`src/rtl/text_term_writer_if.sv`:
```
// rtl/text_term_writer_if.sv - byte stream input and display-memory write port of the text terminal writer
interface text_term_writer_if #(
  parameter int ADDR_W = 16,
  parameter int DATA_W = 16
);
  logic              byte_valid_i;
  logic [7:0]        byte_data_i;
  logic              byte_ready_o;
  logic              wr_en_o;
  logic [ADDR_W-1:0] wr_addr_o;
  logic [DATA_W-1:0] wr_data_o;

  modport master (
    output byte_valid_i, byte_data_i,
    input  byte_ready_o, wr_en_o, wr_addr_o, wr_data_o
  );

  modport slave (
    input  byte_valid_i, byte_data_i,
    output byte_ready_o, wr_en_o, wr_addr_o, wr_data_o
  );
endinterface

```
`src/rtl/text_term_writer.sv`:
```
// rtl/text_term_writer.sv - character terminal front end writing {attr, char} words into text display memory
// Optional TEXT_TERM_ATTR_ESC_EN: ESC (0x1B) makes the next accepted byte the current attribute.
module text_term_writer #(
  parameter int              COLS       = 40,
  parameter int              ROWS       = 20,
  parameter int              ADDR_W     = 16,
  parameter int              DATA_W     = 16,
  parameter logic [ADDR_W-1:0] BASE_ADDR = '0,
  parameter logic [7:0]      DEF_ATTR   = 8'h0F,
  parameter logic [7:0]      BLANK_CHAR = 8'h20
) (
  input  logic                     clk,
  input  logic                     reset,
  text_term_writer_if.slave        bus,
  output logic [$clog2(COLS)-1:0]  cursor_col_o,
  output logic [$clog2(ROWS)-1:0]  cursor_row_o,
  output logic                     busy_o
);
  localparam int COL_W = $clog2(COLS);
  localparam int ROW_W = $clog2(ROWS);
  localparam int NCELL = ROWS * COLS;
  localparam int CNT_W = $clog2(NCELL + 1);

  localparam logic [7:0] CH_BS  = 8'h08;
  localparam logic [7:0] CH_LF  = 8'h0A;
  localparam logic [7:0] CH_FF  = 8'h0C;
  localparam logic [7:0] CH_CR  = 8'h0D;
`ifdef TEXT_TERM_ATTR_ESC_EN
  localparam logic [7:0] CH_ESC = 8'h1B;
`endif

  typedef enum logic [1:0] {S_IDLE, S_CLR_SCREEN, S_CLR_LINE, S_ESC_ATTR} state_t;

  state_t            state;
  logic [COL_W-1:0]  col;
  logic [ROW_W-1:0]  row;
  logic [ADDR_W-1:0] line_base;
  logic [7:0]        attr;
  logic [CNT_W-1:0]  cnt;
  logic              ready_r;
  logic              busy_r;
  logic              wr_en_r;
  logic [ADDR_W-1:0] wr_addr_r;
  logic [DATA_W-1:0] wr_data_r;

  logic [7:0]        b;
  logic              accept;
  logic              is_print;
  logic              last_col;
  logic              last_row;
  logic              do_newline;
  logic [ROW_W-1:0]  row_nl;
  logic [ADDR_W-1:0] base_nl;
  logic [ADDR_W-1:0] cur_addr;

  function automatic logic [DATA_W-1:0] word(input logic [7:0] a, input logic [7:0] c);
    return DATA_W'({a, c});
  endfunction

  assign b          = bus.byte_data_i;
  assign accept     = bus.byte_valid_i && ready_r;
  assign is_print   = (b >= 8'h20) && (b != 8'h7F);
  assign last_col   = (col == COL_W'(COLS - 1));
  assign last_row   = (row == ROW_W'(ROWS - 1));
  assign do_newline = (is_print && last_col) || (b == CH_LF);
  // Next-row base is stepped by COLS rather than multiplied, and folds back to 0 on wrap.
  assign row_nl     = last_row ? '0 : row + 1'b1;
  assign base_nl    = last_row ? '0 : line_base + ADDR_W'(COLS);
  assign cur_addr   = BASE_ADDR + line_base + ADDR_W'(col);

  always_ff @(posedge clk or posedge reset) begin
    if (reset) begin
      state     <= S_CLR_SCREEN;
      col       <= '0;
      row       <= '0;
      line_base <= '0;
      attr      <= DEF_ATTR;
      cnt       <= '0;
      ready_r   <= 1'b0;
      busy_r    <= 1'b1;
      wr_en_r   <= 1'b0;
      wr_addr_r <= '0;
      wr_data_r <= '0;
    end else begin
      wr_en_r <= 1'b0;
      case (state)
        S_IDLE: begin
          if (accept) begin
            if (is_print) begin
              wr_en_r   <= 1'b1;
              wr_addr_r <= cur_addr;
              wr_data_r <= word(attr, b);
            end
            if (do_newline) begin
              col       <= '0;
              row       <= row_nl;
              line_base <= base_nl;
              cnt       <= '0;
              state     <= S_CLR_LINE;
              ready_r   <= 1'b0;
              busy_r    <= 1'b1;
            end else if (is_print) begin
              col <= col + 1'b1;
            end else if (b == CH_CR) begin
              col <= '0;
            end else if (b == CH_BS) begin
              if (col != '0) col <= col - 1'b1;
            end else if (b == CH_FF) begin
              cnt     <= '0;
              state   <= S_CLR_SCREEN;
              ready_r <= 1'b0;
              busy_r  <= 1'b1;
`ifdef TEXT_TERM_ATTR_ESC_EN
            end else if (b == CH_ESC) begin
              state  <= S_ESC_ATTR;
              busy_r <= 1'b1;
`endif
            end
          end
        end
        S_CLR_SCREEN: begin
          // The extra terminal count cycle keeps ready low for one cycle after the last write.
          if (cnt == CNT_W'(NCELL)) begin
            state     <= S_IDLE;
            ready_r   <= 1'b1;
            busy_r    <= 1'b0;
            col       <= '0;
            row       <= '0;
            line_base <= '0;
          end else begin
            wr_en_r   <= 1'b1;
            wr_addr_r <= BASE_ADDR + ADDR_W'(cnt);
            wr_data_r <= word(attr, BLANK_CHAR);
            cnt       <= cnt + 1'b1;
          end
        end
        S_CLR_LINE: begin
          if (cnt == CNT_W'(COLS)) begin
            state   <= S_IDLE;
            ready_r <= 1'b1;
            busy_r  <= 1'b0;
            col     <= '0;
          end else begin
            wr_en_r   <= 1'b1;
            wr_addr_r <= BASE_ADDR + line_base + ADDR_W'(cnt);
            wr_data_r <= word(attr, BLANK_CHAR);
            cnt       <= cnt + 1'b1;
          end
        end
`ifdef TEXT_TERM_ATTR_ESC_EN
        S_ESC_ATTR: begin
          // Ready stays high here so the attribute byte can be taken.
          if (bus.byte_valid_i) begin
            attr   <= b;
            state  <= S_IDLE;
            busy_r <= 1'b0;
          end
        end
`endif
        default: begin
          state   <= S_IDLE;
          ready_r <= 1'b1;
          busy_r  <= 1'b0;
        end
      endcase
    end
  end

  assign bus.byte_ready_o = ready_r;
  assign bus.wr_en_o      = wr_en_r;
  assign bus.wr_addr_o    = wr_addr_r;
  assign bus.wr_data_o    = wr_data_r;
  assign cursor_col_o     = col;
  assign cursor_row_o     = row;
  assign busy_o           = busy_r;
endmodule

```
`src/flat_wrapper.sv`:
```
// flat-port wrapper written by rule: the top's interface ports become plain ports
module text_term_writer_flat 
#(
  parameter int              COLS       = 40,
  parameter int              ROWS       = 20,
  parameter int              ADDR_W     = 16,
  parameter int              DATA_W     = 16,
  parameter logic [ADDR_W-1:0] BASE_ADDR = '0,
  parameter logic [7:0]      DEF_ATTR   = 8'h0F,
  parameter logic [7:0]      BLANK_CHAR = 8'h20
)
  (clk, reset, cursor_col_o, cursor_row_o, busy_o, bus_byte_valid_i, bus_byte_data_i, bus_byte_ready_o, bus_wr_en_o, bus_wr_addr_o, bus_wr_data_o);
  text_term_writer_if #(.ADDR_W(ADDR_W), .DATA_W(DATA_W)) bus_i ();
  input  logic clk;
  input  logic reset;
  output logic [$clog2(COLS)-1:0] cursor_col_o;
  output logic [$clog2(ROWS)-1:0] cursor_row_o;
  output logic busy_o;
  input wire logic [$bits(bus_i.byte_valid_i)-1:0] bus_byte_valid_i;
  input wire logic [$bits(bus_i.byte_data_i)-1:0] bus_byte_data_i;
  output wire logic [$bits(bus_i.byte_ready_o)-1:0] bus_byte_ready_o;
  output wire logic [$bits(bus_i.wr_en_o)-1:0] bus_wr_en_o;
  output wire logic [$bits(bus_i.wr_addr_o)-1:0] bus_wr_addr_o;
  output wire logic [$bits(bus_i.wr_data_o)-1:0] bus_wr_data_o;
  assign bus_i.byte_valid_i = bus_byte_valid_i;
  assign bus_i.byte_data_i = bus_byte_data_i;
  assign bus_byte_ready_o = bus_i.byte_ready_o;
  assign bus_wr_en_o = bus_i.wr_en_o;
  assign bus_wr_addr_o = bus_i.wr_addr_o;
  assign bus_wr_data_o = bus_i.wr_data_o;
  text_term_writer #(.COLS(COLS), .ROWS(ROWS), .ADDR_W(ADDR_W), .DATA_W(DATA_W), .BASE_ADDR(BASE_ADDR), .DEF_ATTR(DEF_ATTR), .BLANK_CHAR(BLANK_CHAR)) u_core (.clk(clk), .reset(reset), .bus(bus_i), .cursor_col_o(cursor_col_o), .cursor_row_o(cursor_row_o), .busy_o(busy_o));
endmodule
```
`config.mk`:
```
export PLATFORM = sky130hd
export DESIGN_NAME = text_term_writer_flat
export DESIGN_NICKNAME = d
export VERILOG_FILES = /design/src/rtl/text_term_writer_if.sv /design/src/rtl/text_term_writer.sv /design/src/flat_wrapper.sv
export SDC_FILE = /design/constraint.sdc
export NUM_CORES = 1
export LEC_CHECK = 0
export BUFFER_PORTS_ARGS = -buffer_cell sky130_fd_sc_hd__buf_2
export CAP_MARGIN = 10
export CORE_MARGIN = 2
export CORE_UTILIZATION = 64
export CTS_BUF_LIST = sky130_fd_sc_hd__clkbuf_4 sky130_fd_sc_hd__clkbuf_8
export CTS_CLUSTER_DIAMETER = 150
export DETAILED_ROUTE_END_ITERATION = 6
export PLACE_DENSITY_LB_ADDON = 0.1
export SKIP_LAST_GASP = 1
export SLEW_MARGIN = 25
export SYNTH_ARGS = -nofsm -noshare
export SYNTH_HDL_FRONTEND = slang
export SYNTH_SLANG_ARGS = --single-unit
export TNS_END_PERCENT = 10
```
`constraint.sdc`:
```
create_clock -name clk -period 5.35 [get_ports clk]
set_input_delay 0.8025 -clock clk [delete_from_list [all_inputs] [get_ports clk]]
set_output_delay 0.8025 -clock clk [all_outputs]
set_load 0.01 [all_outputs]
```
# Word-level counts from Yosys, hierarchy flattened
# Index checks and enable logic that the tools add are counted.
dict set report totals {
  register_bits 74
  in_bits 11
  out_inout_bits 46
  elab_cells 125
}
dict set report classes {
  n_eq_ne 24
  n_reduce_logical 13
  magnitude_cmp 1
  muxes 70
  n_addsub 7
}
# operator count
set ops {}
lappend ops {{$mux 16} 12}
lappend ops {{$pmux 16 s3} 2}
lappend ops {{$mux 10} 8}
lappend ops {{$mux 6} 8}
lappend ops {{$eq 8x4->1 const B} 4}
lappend ops {{$pmux 16 s2} 1}
lappend ops {{$pmux 10 s3} 1}
lappend ops {{$mux 1} 20}
lappend ops {{$mux 5} 4}
lappend ops {{$pmux 6 s3} 1}
lappend ops {{$add 16x10->16} 1}
lappend ops {{$add 16x6->16} 1}
lappend ops {{$add 16x6->16 const B} 1}
lappend ops {{$mux 2} 8}
lappend ops {{$add 10x1->10 const B} 1}
lappend ops {{$eq 10x10->1 const B} 1}
lappend ops {{$eq 10x6->1 const B} 1}
lappend ops {{$ne 2x1->1 const B} 5}
lappend ops {{$ne 5x1->1 const B} 2}
lappend ops {{$pmux 5 s2} 1}
lappend ops {{$pmux 1 s3} 3}
lappend ops {{$ge 8x6->1 const B} 1}
lappend ops {{$ne 8x7->1 const B} 1}
lappend ops {{$reduce_and 8->1} 1}
lappend ops {{other kinds (22)} 26}

# Longest topological paths before layout
# Gate-level depths: netlist of run 1.
dict set report logic_depth {
  depth_word 8
  ltp_mapped 12
  ltp_nobuf 11
}

# Worst setup path after synthesis of run 1
# Ideal clock, no wire load.
dict set report synth_path {
  kind {register to register}
  from {register u_core.state[0]}
  to {register u_core.wr_addr_r[14], in the netlist u_core.bus.wr_addr_o[14]}
  setup_slack_ps 2481
  n_path_buf 1
  arrival_time_ps 2773
  setup_time_ps 96
  path_stages_with_launch 13
  t_required_ps 5254
  period_less_slack_ps 2869
  path_cell_list {dfstp_2 inv_1 ha_1 clkbuf_1 nand2_1 o21ai_0 ha_1 a21oi_1 nor2_1 o311ai_0 a21oi_1 xnor2_1 o31ai_1}
}
dict set report synth_via {
  elab_chain_cells 3
  elab_cells_between_ends 10
  classes_between {eq/ne: 6; mux: 1; reduce/logical: 3}
}
# item line
set synth_rtl {}
lappend synth_rtl {{from (decl)} text_term_writer.sv:34} ;# state_t state;
lappend synth_rtl {{from (signal assigned)} text_term_writer.sv:73} ;# state <= S_CLR_SCREEN;
lappend synth_rtl {{from (signal assigned)} text_term_writer.sv:99} ;# state <= S_CLR_LINE;
lappend synth_rtl {{from (signal assigned)} text_term_writer.sv:110} ;# state <= S_CLR_SCREEN;
lappend synth_rtl {{$eq 2x2->1 (tied with other cells)} text_term_writer.sv:86} ;# case (state)
lappend synth_rtl {{$ne 2x2->1 (no line) (tied with other cells)} n/a}
lappend synth_rtl {{$reduce_and 5->1 (no line)} n/a}
lappend synth_rtl {{to (signal assigned)} text_term_writer.sv:91} ;# wr_addr_r <= cur_addr;
lappend synth_rtl {{to (signal assigned)} text_term_writer.sv:132} ;# wr_addr_r <= BASE_ADDR + ADDR_W'(cnt);
lappend synth_rtl {{to (signal assigned)} text_term_writer.sv:145} ;# wr_addr_r <= BASE_ADDR + line_base + ADDR_W'(cnt);
lappend synth_rtl {{to (decl)} text_term_writer.sv:43} ;# logic [ADDR_W-1:0] wr_addr_r;
# Several ways; a longest one is shown, not always the timed one.
# A chain may end at the register's enable or synchronous reset.

# Worst setup path after layout of run 1
# Same ends and word-level chain as after synthesis.

==> results of run 1 <==
[final cells by class]
type	count	area, um^2
inverter	21	78.83
tap	77	96.34
fill	507	1685
timing repair buffer	50	255.2
multi-input combinational	360	2301
sequential	63	1579
clock inverter	6	107.6
clock buffer	10	137.6
[critical path: stages (launching register included)]
cell      delay [ns]
dfstp_2         0.55
inv_1           0.09
ha_1            0.32
nand2_1         0.09
o21ai_0         0.08
ha_1            0.34
a21oi_1         0.41
nor2_1          0.12
o311ai_0        0.66
a21oi_1         0.18
xnor2_1         0.17
o31ai_1         0.19
[metrics by stage]
stage / area [um^2] / utilization / worst slack [ns]
floorplan: 4113 / - / 2.481
global placement: 4308 / 0.6903 / 2.093
detailed placement: 4308 / 0.6903 / 2.026
CTS: 4553 / 0.7296 / 1.987
global route: 4556 / 0.7300 / 1.836
finish: 4556 / 0.7300 / 2.053
[worst min-delay path by stage]
| stage | start | endpoint | slack (ns) | cells past startpoint |
|---|---|---|---|---|
| floorplan | u_core.line_base[15]$_DFFE_PP0P_ | u_core.line_base[15]$_DFFE_PP0P_ | 0.47 | 1 |
| global placement | u_core.bus.wr_addr_o[10]$_DFFE_PP0P_ | u_core.bus.wr_addr_o[10]$_DFFE_PP0P_ | 0.46 | 2 |
| detailed placement | u_core.bus.wr_data_o[0]$_DFFE_PP0P_ | u_core.bus.wr_data_o[0]$_DFFE_PP0P_ | 0.47 | 2 |
| CTS | u_core.bus.wr_data_o[0]$_DFFE_PP0P_ | u_core.bus.wr_data_o[0]$_DFFE_PP0P_ | 0.48 | 2 |
| global route | u_core.bus.wr_addr_o[14]$_DFFE_PP0P_ | u_core.bus.wr_addr_o[14]$_DFFE_PP0P_ | 0.51 | 2 |
| finish | u_core.bus.wr_data_o[0]$_DFFE_PP0P_ | u_core.bus.wr_data_o[0]$_DFFE_PP0P_ | 0.48 | 2 |
[registers in the layout, summed over array words and instances, names as in the netlist]
| register | count |
|---|---|
| u_core.bus.wr_data_o | 8 |
| u_core.line_base | 13 |
| u_core.bus.wr_addr_o | 16 |
| u_core.bus.byte_ready_o | 1 |
| u_core.cursor_col_o | 6 |
| u_core.cursor_row_o | 5 |
| u_core.cnt | 10 |
| u_core.bus.wr_en_o | 1 |
| u_core.state | 2 |
| u_core.busy_o | 1 |
[metal layers]
layer | vias up | global-route usage | part of all wire
met5 | - | 0 | 0
met4 | 0 | 0.1070 | 0.021
met3 | 20 | 0.05045 | 0.065
met2 | 130 | 0.4080 | 0.45
met1 | 1692 | 0.4001 | 0.47
li1 | 1751 | - | -
[cell families after synthesis]
group,share of synthesized area
AO/OA/AOI/OAI,0.2335
XOR/XNOR,0.02574
adder cells (fa/ha/maj),0.06129
buffers and inverters,0.05762
flip-flops,0.3868
multiplexers,0.03340
other,0.0009185
AND/OR/NAND/NOR,0.2007
[cells in the final DEF (no fill, tap or decap), drive strengths merged, types with 4 or more instances in the layout]
cell | synthesis | routed
o31ai | 20 | 20
buf | 14 | 50
o21ai | 57 | 57
and2 | 7 | 7
nand2b | 21 | 21
ha | 20 | 20
inv | 21 | 21
nor3 | 9 | 9
a31oi | 4 | 4
mux2i | 8 | 8
nor4 | 4 | 4
nand3 | 13 | 13
and3 | 5 | 5
xnor2 | 10 | 10
conb | 1 | 9
mux2 | 5 | 5
dfrtp | 61 | 61
nand2 | 50 | 50
nor2 | 24 | 24
a22o | 8 | 8
clkbuf | 17 | 10
a211oi | 4 | 4
a21o | 6 | 6
o22ai | 4 | 4
a21oi | 22 | 22
o41ai | 6 | 6
[power by group through the flow]
stage	Clock, mW	Combinational, mW	Sequential, mW
global route	0.542	0.0394	0.479
floorplan	0	0.0254	0.488
global placement	0	0.0340	0.488
CTS	0.515	0.0349	0.479
finish	0.514	0.0346	0.479
detailed placement	0	0.0348	0.488
==> impl_metrics.py, run 1 <==
metrics = {
    "outcome": {
        "status": "finished clean",
    },
    "routing": {
        "vias": 3593,
        "drt_iter0_markers": 261,
        "drtAntennaViolNets": 0,
        "wl_um": 9414,
        "drc_errors": 0,
        "drt_first_pass_iters": 5,
        "wire_per_inst_um": 16.04,
        "via_per_inst": 6.121,
    },
    "logic_synthesis": {
        "synth_flop_cell": "dfrtp_1",
        "synth-seq-cells": 63,
        "avgSynthCellArea_um2": 8.742,
        "synth_most_common_cell": "dfrtp_1",
        "ys_top_cells_by_count": "dfrtp_1, o21ai_0, nand2_1",
        "netlist_area_um2": 4083,
        "synthDistinctLibCells": 64,
        "synthArstFlopShare": 1.000,
        "synth_top_cell_by_area": "dfrtp_1",
        "synth_top_area_share": 0.3739,
        "synth_edf_count": 0,
        "synth-seq-area-share": 0.3868,
        "synth.area.top_cells": "dfrtp_1, o21ai_0, ha_1",
        "synth_cells": 467,
        "synth_warnings": 8,
    },
    "worst_setup_path": {
        "regToRegEndpoint": "u_core.bus.wr_addr_o[14]$_DFFE_PP0P_",
        "start_kind": "register",
        "r2r_cells": 11,
        "arrival_ns": 3.55,
        "crit_required_ns": 5.60,
        "rr_startpoint": "u_core.state[0]$_DFFE_PP1P_",
        "path_class": "register to register",
        "crit_end": "u_core.bus.wr_addr_o[14]$_DFFE_PP0P_",
        "cp_max_fo": 9,
        "regToRegSetupSlack_ns": 2.05,
        "crit_path_end_kind": "register",
        "cp-startpoint": "u_core.state[0]$_DFFE_PP1P_",
    },
    "placement": {
        "dp.cells": 571,
        "port_buffers": 48,
        "gp_congestion": 0.8759,
        "hpwlAfterDp_um": 6668,
    },
    "timing": {
        "min_period_over_period": 0.6162,
        "finalMaxSlewViolations": 0,
        "setup_violations": 0,
        "finalSetupTns_ns": 0,
        "rsz0062_at_grt": "false",
        "fmax_ghz": 0.3033,
        "final-hold-violation-count": 0,
        "worstMarginPinSlew_ns": 0.7936,
        "fin_hold_ws_ns": 0.4796,
        "clock_skew_ns": 0.008441,
        "relSlewSlack": 0.4709,
        "min_period_ns": 3.297,
    },
    "cells_and_area": {
        "final_cells": 587,
        "drive_above_1_share": 0.1627,
        "fin_nets": 536,
        "area_growth_pct": 11.58,
        "diodes": 0,
    },
    "global_route": {
        "grt_pass1_wl_um": 15570,
        "antenna_found_initial": 0,
        "first_global_vias": 3191,
        "grt-ovfl-total": 0,
        "grt_max_degree": 64,
        "grt_usage": 0.2747,
    },
    "clock_tree": {
        "hold_buffers": 0,
        "cts_resized": 0,
        "cts_num_sinks": 63,
        "cts_tree": "built",
        "htreeDepth": 3,
        "post_cts_buffers": 0,
        "clkLatencyLatePin_ns": 0.35,
        "cts-root-buf": "clkbuf_8",
        "cts_buffers": 9,
        "clockBufferDepth": 2,
        "clk_pin_slew_worst_paths_ns": 0.07,
    },
    "pwr": {
        "switching_power_uw": 220.1,
        "vdd_drop_max_uv": 253.0,
        "p_total_mw": 1.028,
        "p_sw_frac": 0.2141,
        "p_per_area_nw_per_um2": 225.6,
        "pwr-share-clk": 0.500,
        "intPower_uw": 807.6,
        "comb_power_share": 0.034,
        "p_leak_nw": 2.059,
        "pwr-share-seq": 0.466,
    },
    "floorplan": {
        "io_pins": 57,
        "core.rowCount": 29,
        "dieArea_um2": 7034,
        "start_util": 0.6542,
        "die_w_um": 83.87,
        "die_h_um": 83.87,
        "core_region_area_um2": 6241,
    },
    "job": {
        "cap_violations": 0,
    },
    "worst_hold_path": {
        "hold_class": "register to register",
    },
}
Power figures use the tool's default switching activity.
==> run 2, diff against run 1 <==
CORE_UTILIZATION = 54   (was 64)
clock period = 3.03 ns   (was 5.35 ns; I/O delays follow)
==> run 2 against run 1 <==
  * Register-to-register slack got worse by 1.8 ns
  * Sequential power rose by 77%
  * Setup slack got worse by 1.8 ns
  * Largest cell class unchanged
  * First-iteration DRC count fell by 8.0%
  * Highest routed layer unchanged
==> impl_metrics.py, run 2 (synthesis gave the netlist of run 1 again) <==
metrics = {
    "pwr": {
        "p_per_area_nw_per_um2": 344.0,
        "p_leak_nw": 2.105,
        "vdd_drop_max_uv": 305.9,
    },
    "cells_and_area": {
        "drive_above_1_share": 0.1855,
        "final_cells": 622,
        "multi_input_area_um2": 2307,
        "area_growth_pct": 13.45,
        "diodes": 0,
        "fin_nets": 550,
        "layout_common_cells": "dfrtp_1, o21ai_0, nand2_1",
        "fillers": 654,
        "largest_reg_flops": 16,
        "layout_commonest_cell": "dfrtp_1",
        "seqCellArea_um2": 1579,
    },
    "placement": {
        "hpwlAfterDp_um": 7330,
        "place_ws_ns": 0.1942,
        "dp.cells": 607,
        "port_buffers": 48,
        "gp_congestion": 0.9739,
    },
    "timing": {
        "setup_slack_ns": 0.2288,
        "finalSetupTns_ns": 0,
        "min_period_over_period": 0.9245,
        "finalMaxSlewViolations": 0,
        "min_period_ns": 2.801,
        "clock_skew_ns": 0.01006,
        "fmax_ghz": 0.3570,
        "worstMarginPinSlew_ns": 0.7737,
        "setup_violations": 0,
        "relSlewSlack": 0.4842,
        "final-hold-violation-count": 0,
        "rsz0062_at_grt": "true",
    },
    "floorplan": {
        "die_h_um": 90.95,
        "dieArea_um2": 8272,
        "die_w_um": 90.95,
        "core.rowCount": 31,
        "core_region_area_um2": 7292,
        "io_pins": 57,
        "start_util": 0.5599,
    },
    "worst_setup_path": {
        "crit_required_ns": 3.27,
        "crit_path_end_kind": "register",
        "arrival_ns": 3.04,
        "cp_max_fo": 4,
        "path_class": "register to register",
        "start_kind": "register",
    },
    "outcome": {
        "status": "finished clean",
    },
    "routing": {
        "drt_first_pass_iters": 4,
        "via_per_inst": 5.891,
        "drtAntennaViolNets": 0,
        "vias": 3664,
        "drt_iter0_markers": 240,
        "wl_um": 9899,
        "wire_per_inst_um": 15.91,
        "drc_errors": 0,
    },
    "global_route": {
        "grt_max_degree": 27,
        "grt-ovfl-total": 0,
        "grt_usage": 0.2548,
        "first_global_vias": 3409,
        "antenna_found_initial": 0,
        "grt_pass1_wl_um": 16970,
    },
    "job": {
        "cap_violations": 0,
    },
    "clock_tree": {
        "clk_pin_slew_worst_paths_ns": 0.07,
        "hold_buffers": 0,
        "cts_num_sinks": 63,
        "clockBufferDepth": 2,
        "htreeDepth": 3,
        "cts_buffers": 9,
        "clkLatencyLatePin_ns": 0.34,
        "cts-root-buf": "clkbuf_8",
        "cts_tree": "built",
    },
    "worst_hold_path": {
        "hold_class": "input pin to asynchronous set/reset pin",
    },
}
[run 2: changes by cell type in the layout (fill, tap and decap cells not counted), sizes merged]
cell | before | now
buf | 50 | 64
bufinv | 3 | 0
clkbuf | 10 | 12
[run 2: power by group]
group / switching, mW / internal, mW
clock network: 0.325 / 0.357
registers: 0.00457 / 0.843
logic: 0.0462 / 0.0185
total: 0.376 / 1.22
[run 2: worst max-delay path: stages (launching register included)]
cell and delay, ns:
dfstp_2 0.54, inv_1 0.09, ha_1 0.23, mux2_2 0.28
ha_1 0.32, nand3_1 0.14, o221ai_1 0.30, a211oi_2 0.14
nor4_1 0.33, xnor2_1 0.10, o31ai_1 0.22
[run 2: final cells by class]
type,count,area share
Sequential cell,63,0.3409
Timing Repair Buffer,64,0.07780
Multi-Input combinational cell,360,0.4981
Inverter,21,0.01702
Clock inverter,3,0.003782
Clock buffer,12,0.03566
Tap cell,99,0.02674
[run 2: path summary, 6_finish.rpt]
check                                                     from                              endpoint  slack (ns)  depth (start not counted)
max                                u_core.state[0]$_DFFE_PP1P_  u_core.bus.wr_addr_o[15]$_DFFE_PP0P_        0.23                         10
min                                                      reset  u_core.bus.wr_addr_o[14]$_DFFE_PP0P_        0.09                          2
max reg2reg                        u_core.state[0]$_DFFE_PP1P_  u_core.bus.wr_addr_o[15]$_DFFE_PP0P_        0.23                         10
min reg2reg                u_core.bus.wr_addr_o[0]$_DFFE_PP0P_   u_core.bus.wr_addr_o[0]$_DFFE_PP0P_        0.47                          2
max in group asynchronous                                reset             u_core.busy_o$_DFFE_PP1P_        2.21                          3
min in group clk                            bus_byte_data_i[3]   u_core.bus.wr_data_o[3]$_DFFE_PP0P_        0.40                          3
[run 2: per-stage QoR]
step / power (mW) / hold slack (ns) / utilization / cell area, um^2
3_3_place_gp: 0.9264 / 0.4573 / 0.6090 / 4441
5_1_grt: 1.649 / 0.1149 / 0.6352 / 4632
3_5_place_dp: 0.9275 / 0.4616 / 0.6090 / 4441
2_1_floorplan: 0.9070 / 0.4656 / - / 4113
6_report: 1.593 / 0.08683 / 0.6352 / 4632
4_1_cts: 1.597 / 0.09337 / 0.6340 / 4623
[run 2: repair_timing]
action,in CTS,in global routing
resized for setup,0,3
setup endpoints to repair,0,7
setup buffers,0,0
[run 2: metal layers]
| layer | up-vias | track usage | part of all wire | routed length, um |
|---|---|---|---|---|
| li1 | 1783 | - | - | - |
| met1 | 1741 | 0.3749 | 0.48 | 4789 |
| met2 | 127 | 0.3846 | 0.44 | 4323 |
| met3 | 13 | 0.04481 | 0.064 | 637 |
| met4 | 0 | 0.07702 | 0.015 | 149 |
| met5 | - | 0 | 0 | 0 |
==> run 3, diff against run 2 <==
ABC_AREA = 1   (was default)
CORE_UTILIZATION = 55   (was 54)
==> run 3 against run 2 <==
  * Register-to-register slack gained 0.33 ns
  * Clock skew up 0.0014 ns
  * Maximum frequency up 13%
  * Cell count rose by 37%
  * Cell area rose by 11%
  * Wire length rose by 19%
  * Core utilization decreased by 1.2 points
  * Sequential share of layout area decreased by 3.4 points
  * Critical endpoint is now u_core.bus.wr_addr_o[7]$_DFFE_PP0P_
  * Highest routed layer unchanged
==> impl_metrics.py, run 3 <==
metrics = {
    "worst_setup_path": {
        "cp_cell_sequence": "inv_1 > ha_1 > nand2_1 > o21ai_0 > ha_1 > nand2_1 > nand2_1 > nand3_1 > nand3_1 > nand2_1 > nand3_1 > o21ai_0 > nand2_1 > nand2_1",
        "cpMostUsedCell": "nand2_1",
        "crit_required_ns": 3.26,
        "path_class": "register to register",
        "start_kind": "register",
        "cp_slowest_stage_delay_ns": 0.55,
        "cpMaxStageDelayCell": "dfstp_2",
        "path_delay_family": "simple AND/OR/NAND/NOR gates",
        "cp_max_fo": 10,
        "path_buf_inv": 1,
        "arrival_ns": 2.71,
        "crit_path_end_kind": "register",
    },
    "logic_synthesis": {
        "synth_warnings": 8,
        "synth-seq-area-share": 0.3367,
        "synth.area.top_cells": "dfrtp_1, nand2_1, nand3_1",
        "synth-seq-cells": 63,
        "synthArstFlopShare": 1.000,
        "synth_most_common_cell": "nand2_1",
        "netlist_area_um2": 4689,
        "ys_top_cells_by_count": "nand2_1, nand3_1, inv_1",
        "avgSynthCellArea_um2": 6.680,
        "synth_edf_count": 0,
        "synthDistinctLibCells": 37,
        "synth_top_area_share": 0.3255,
        "synth_top_cell_by_area": "dfrtp_1",
        "synth_cells": 702,
        "synth_flop_cell": "dfrtp_1",
    },
    "cells_and_area": {
        "fin_nets": 776,
        "layout_common_cells": "nand2_1, nand3_1, inv_1",
        "layout_commonest_cell": "nand2_1",
        "diodes": 0,
        "area_growth_pct": 9.739,
        "fin_area_um2": 5146,
        "largest_reg_flops": 16,
        "drive_above_1_share": 0.1455,
        "fillers": 819,
    },
    "placement": {
        "place_ws_ns": 0.5882,
        "placed_area_um2": 4931,
        "gp_congestion": 0.9426,
        "hpwlAfterDp_um": 8897,
        "port_buffers": 48,
    },
    "timing": {
        "setup_violations": 0,
        "rsz0062_at_grt": "false",
        "worstMarginPinSlew_ns": 0.8988,
        "final-hold-violation-count": 0,
        "setup_slack_ns": 0.5575,
        "finalMaxSlewViolations": 0,
        "finalSetupTns_ns": 0,
        "clock_skew_ns": 0.01144,
        "fmax_ghz": 0.4045,
        "relSlewSlack": 0.3999,
        "min_period_over_period": 0.8160,
        "min_period_ns": 2.472,
    },
    "clock_tree": {
        "clkLatencyLatePin_ns": 0.34,
        "clockBufferDepth": 2,
        "cts_resized": 0,
        "cts_tree": "built",
        "cts_buffers": 9,
        "hold_buffers": 0,
        "htreeDepth": 3,
        "clk_pin_slew_worst_paths_ns": 0.08,
        "post_cts_buffers": 0,
        "cts_num_sinks": 63,
        "cts-root-buf": "clkbuf_8",
    },
    "routing": {
        "vias": 4555,
        "drt_iter0_markers": 369,
        "via_per_inst": 5.334,
        "drt_first_pass_iters": 5,
        "drtAntennaViolNets": 0,
        "drc_errors": 0,
        "wl_um": 11810,
        "wire_per_inst_um": 13.83,
    },
    "outcome": {
        "status": "finished clean",
    },
    "global_route": {
        "grt_max_degree": 42,
        "antenna_found_initial": 0,
        "first_global_vias": 4074,
        "grt_busiest_layer": "met2",
        "grtUsageMet3": 0.03681,
        "grt_pass1_wl_um": 19720,
        "grt-ovfl-total": 0,
        "grt_usage": 0.2726,
        "gr-usage-met2": 0.4097,
        "grt_util_met1": 0.4082,
    },
    "pwr": {
        "p_leak_nw": 2.816,
        "p_total_mw": 1.701,
        "p_per_area_nw_per_um2": 330.5,
        "vdd_drop_max_uv": 198.4,
    },
    "worst_hold_path": {
        "hold_class": "input pin to asynchronous set/reset pin",
    },
    "floorplan": {
        "die_w_um": 96.34,
        "core_region_area_um2": 8258,
        "start_util": 0.5679,
        "io_pins": 57,
        "dieArea_um2": 9281,
        "core.rowCount": 33,
        "die_h_um": 96.34,
    },
    "job": {
        "cap_violations": 0,
    },
}
run 3: cell types whose count changed after synthesis, moves of 20 or more:
cell / previous run / this run
nand2_1: 50 / 245
nand3_1: 13 / 84
inv_1: 21 / 65
nor2_1: 24 / 56
o21ai_0: 55 / 31
nand2b_1: 21 / 0
o31ai_1: 20 / 0
run 3: area by class of cell:
| type | count | area (um^2) | area share |
|---|---|---|---|
| Tap cell | 105 | 131.4 | 0.02553 |
| Inverter | 78 | 299.0 | 0.05811 |
| Sequential cell | 63 | 1579 | 0.3068 |
| Multi-Input combinational cell | 542 | 2659 | 0.5167 |
| Clock buffer | 11 | 145.1 | 0.02820 |
| Clock inverter | 4 | 70.07 | 0.01362 |
| Timing Repair Buffer | 51 | 262.8 | 0.05106 |
run 3: routing by layer:
metal | part of all wire | wire length, um
met5 | 0 | 0
met4 | 0.012 | 144
met3 | 0.067 | 787
met2 | 0.42 | 4956
met1 | 0.50 | 5920
run 3: path summary, 6_finish.rpt:
check                                                  from                              endpoint  slack (ns)  cells past startpoint
worst min register to register    u_core.busy_o$_DFFE_PP1P_             u_core.busy_o$_DFFE_PP1P_        0.47                      2
max in group asynchronous                             reset           u_core.state[0]$_DFFE_PP1P_        1.92                      3
min in group clk                         bus_byte_data_i[7]   u_core.bus.wr_data_o[7]$_DFFE_PP0P_        0.36                      3
worst min-delay path                                  reset  u_core.bus.wr_addr_o[12]$_DFFE_PP0P_        0.31                      2
worst max register to register  u_core.state[0]$_DFFE_PP1P_   u_core.bus.wr_addr_o[7]$_DFFE_PP0P_        0.56                     14
worst max-delay path            u_core.state[0]$_DFFE_PP1P_   u_core.bus.wr_addr_o[7]$_DFFE_PP0P_        0.56                     14
run 3: cells by family after synthesis:
family	after synthesis	synth area share
compound gates	48	0.05416
xor+xnor	16	0.02988
fa+ha+maj	20	0.05336
buf+inv	105	0.1027
flops	63	0.3367
mux	2	0.004269
other cells	1	0.0007997
simple gates	447	0.4181
run 3: metrics by stage:
| stage | util | std cells | hold slack, ns |
|---|---|---|---|
| after floorplan | - | 710 | 0.4689 |
| after global placement | 0.5971 | 839 | 0.4505 |
| after detailed placement | 0.5971 | 839 | 0.4585 |
| after CTS | 0.6232 | 854 | 0.3362 |
| after global routing | 0.6232 | 854 | 0.3659 |
| final | 0.6232 | 854 | 0.3056 |
run 3: report_power, final:
part / leakage (nW) / total (mW) / internal, mW / switching (mW)
Clock: 0.113 / 0.811 / 0.488 / 0.323
Sequential: 0.833 / 0.841 / 0.841 / 0
Combinational: 1.87 / 0.0488 / 0.0113 / 0.0374
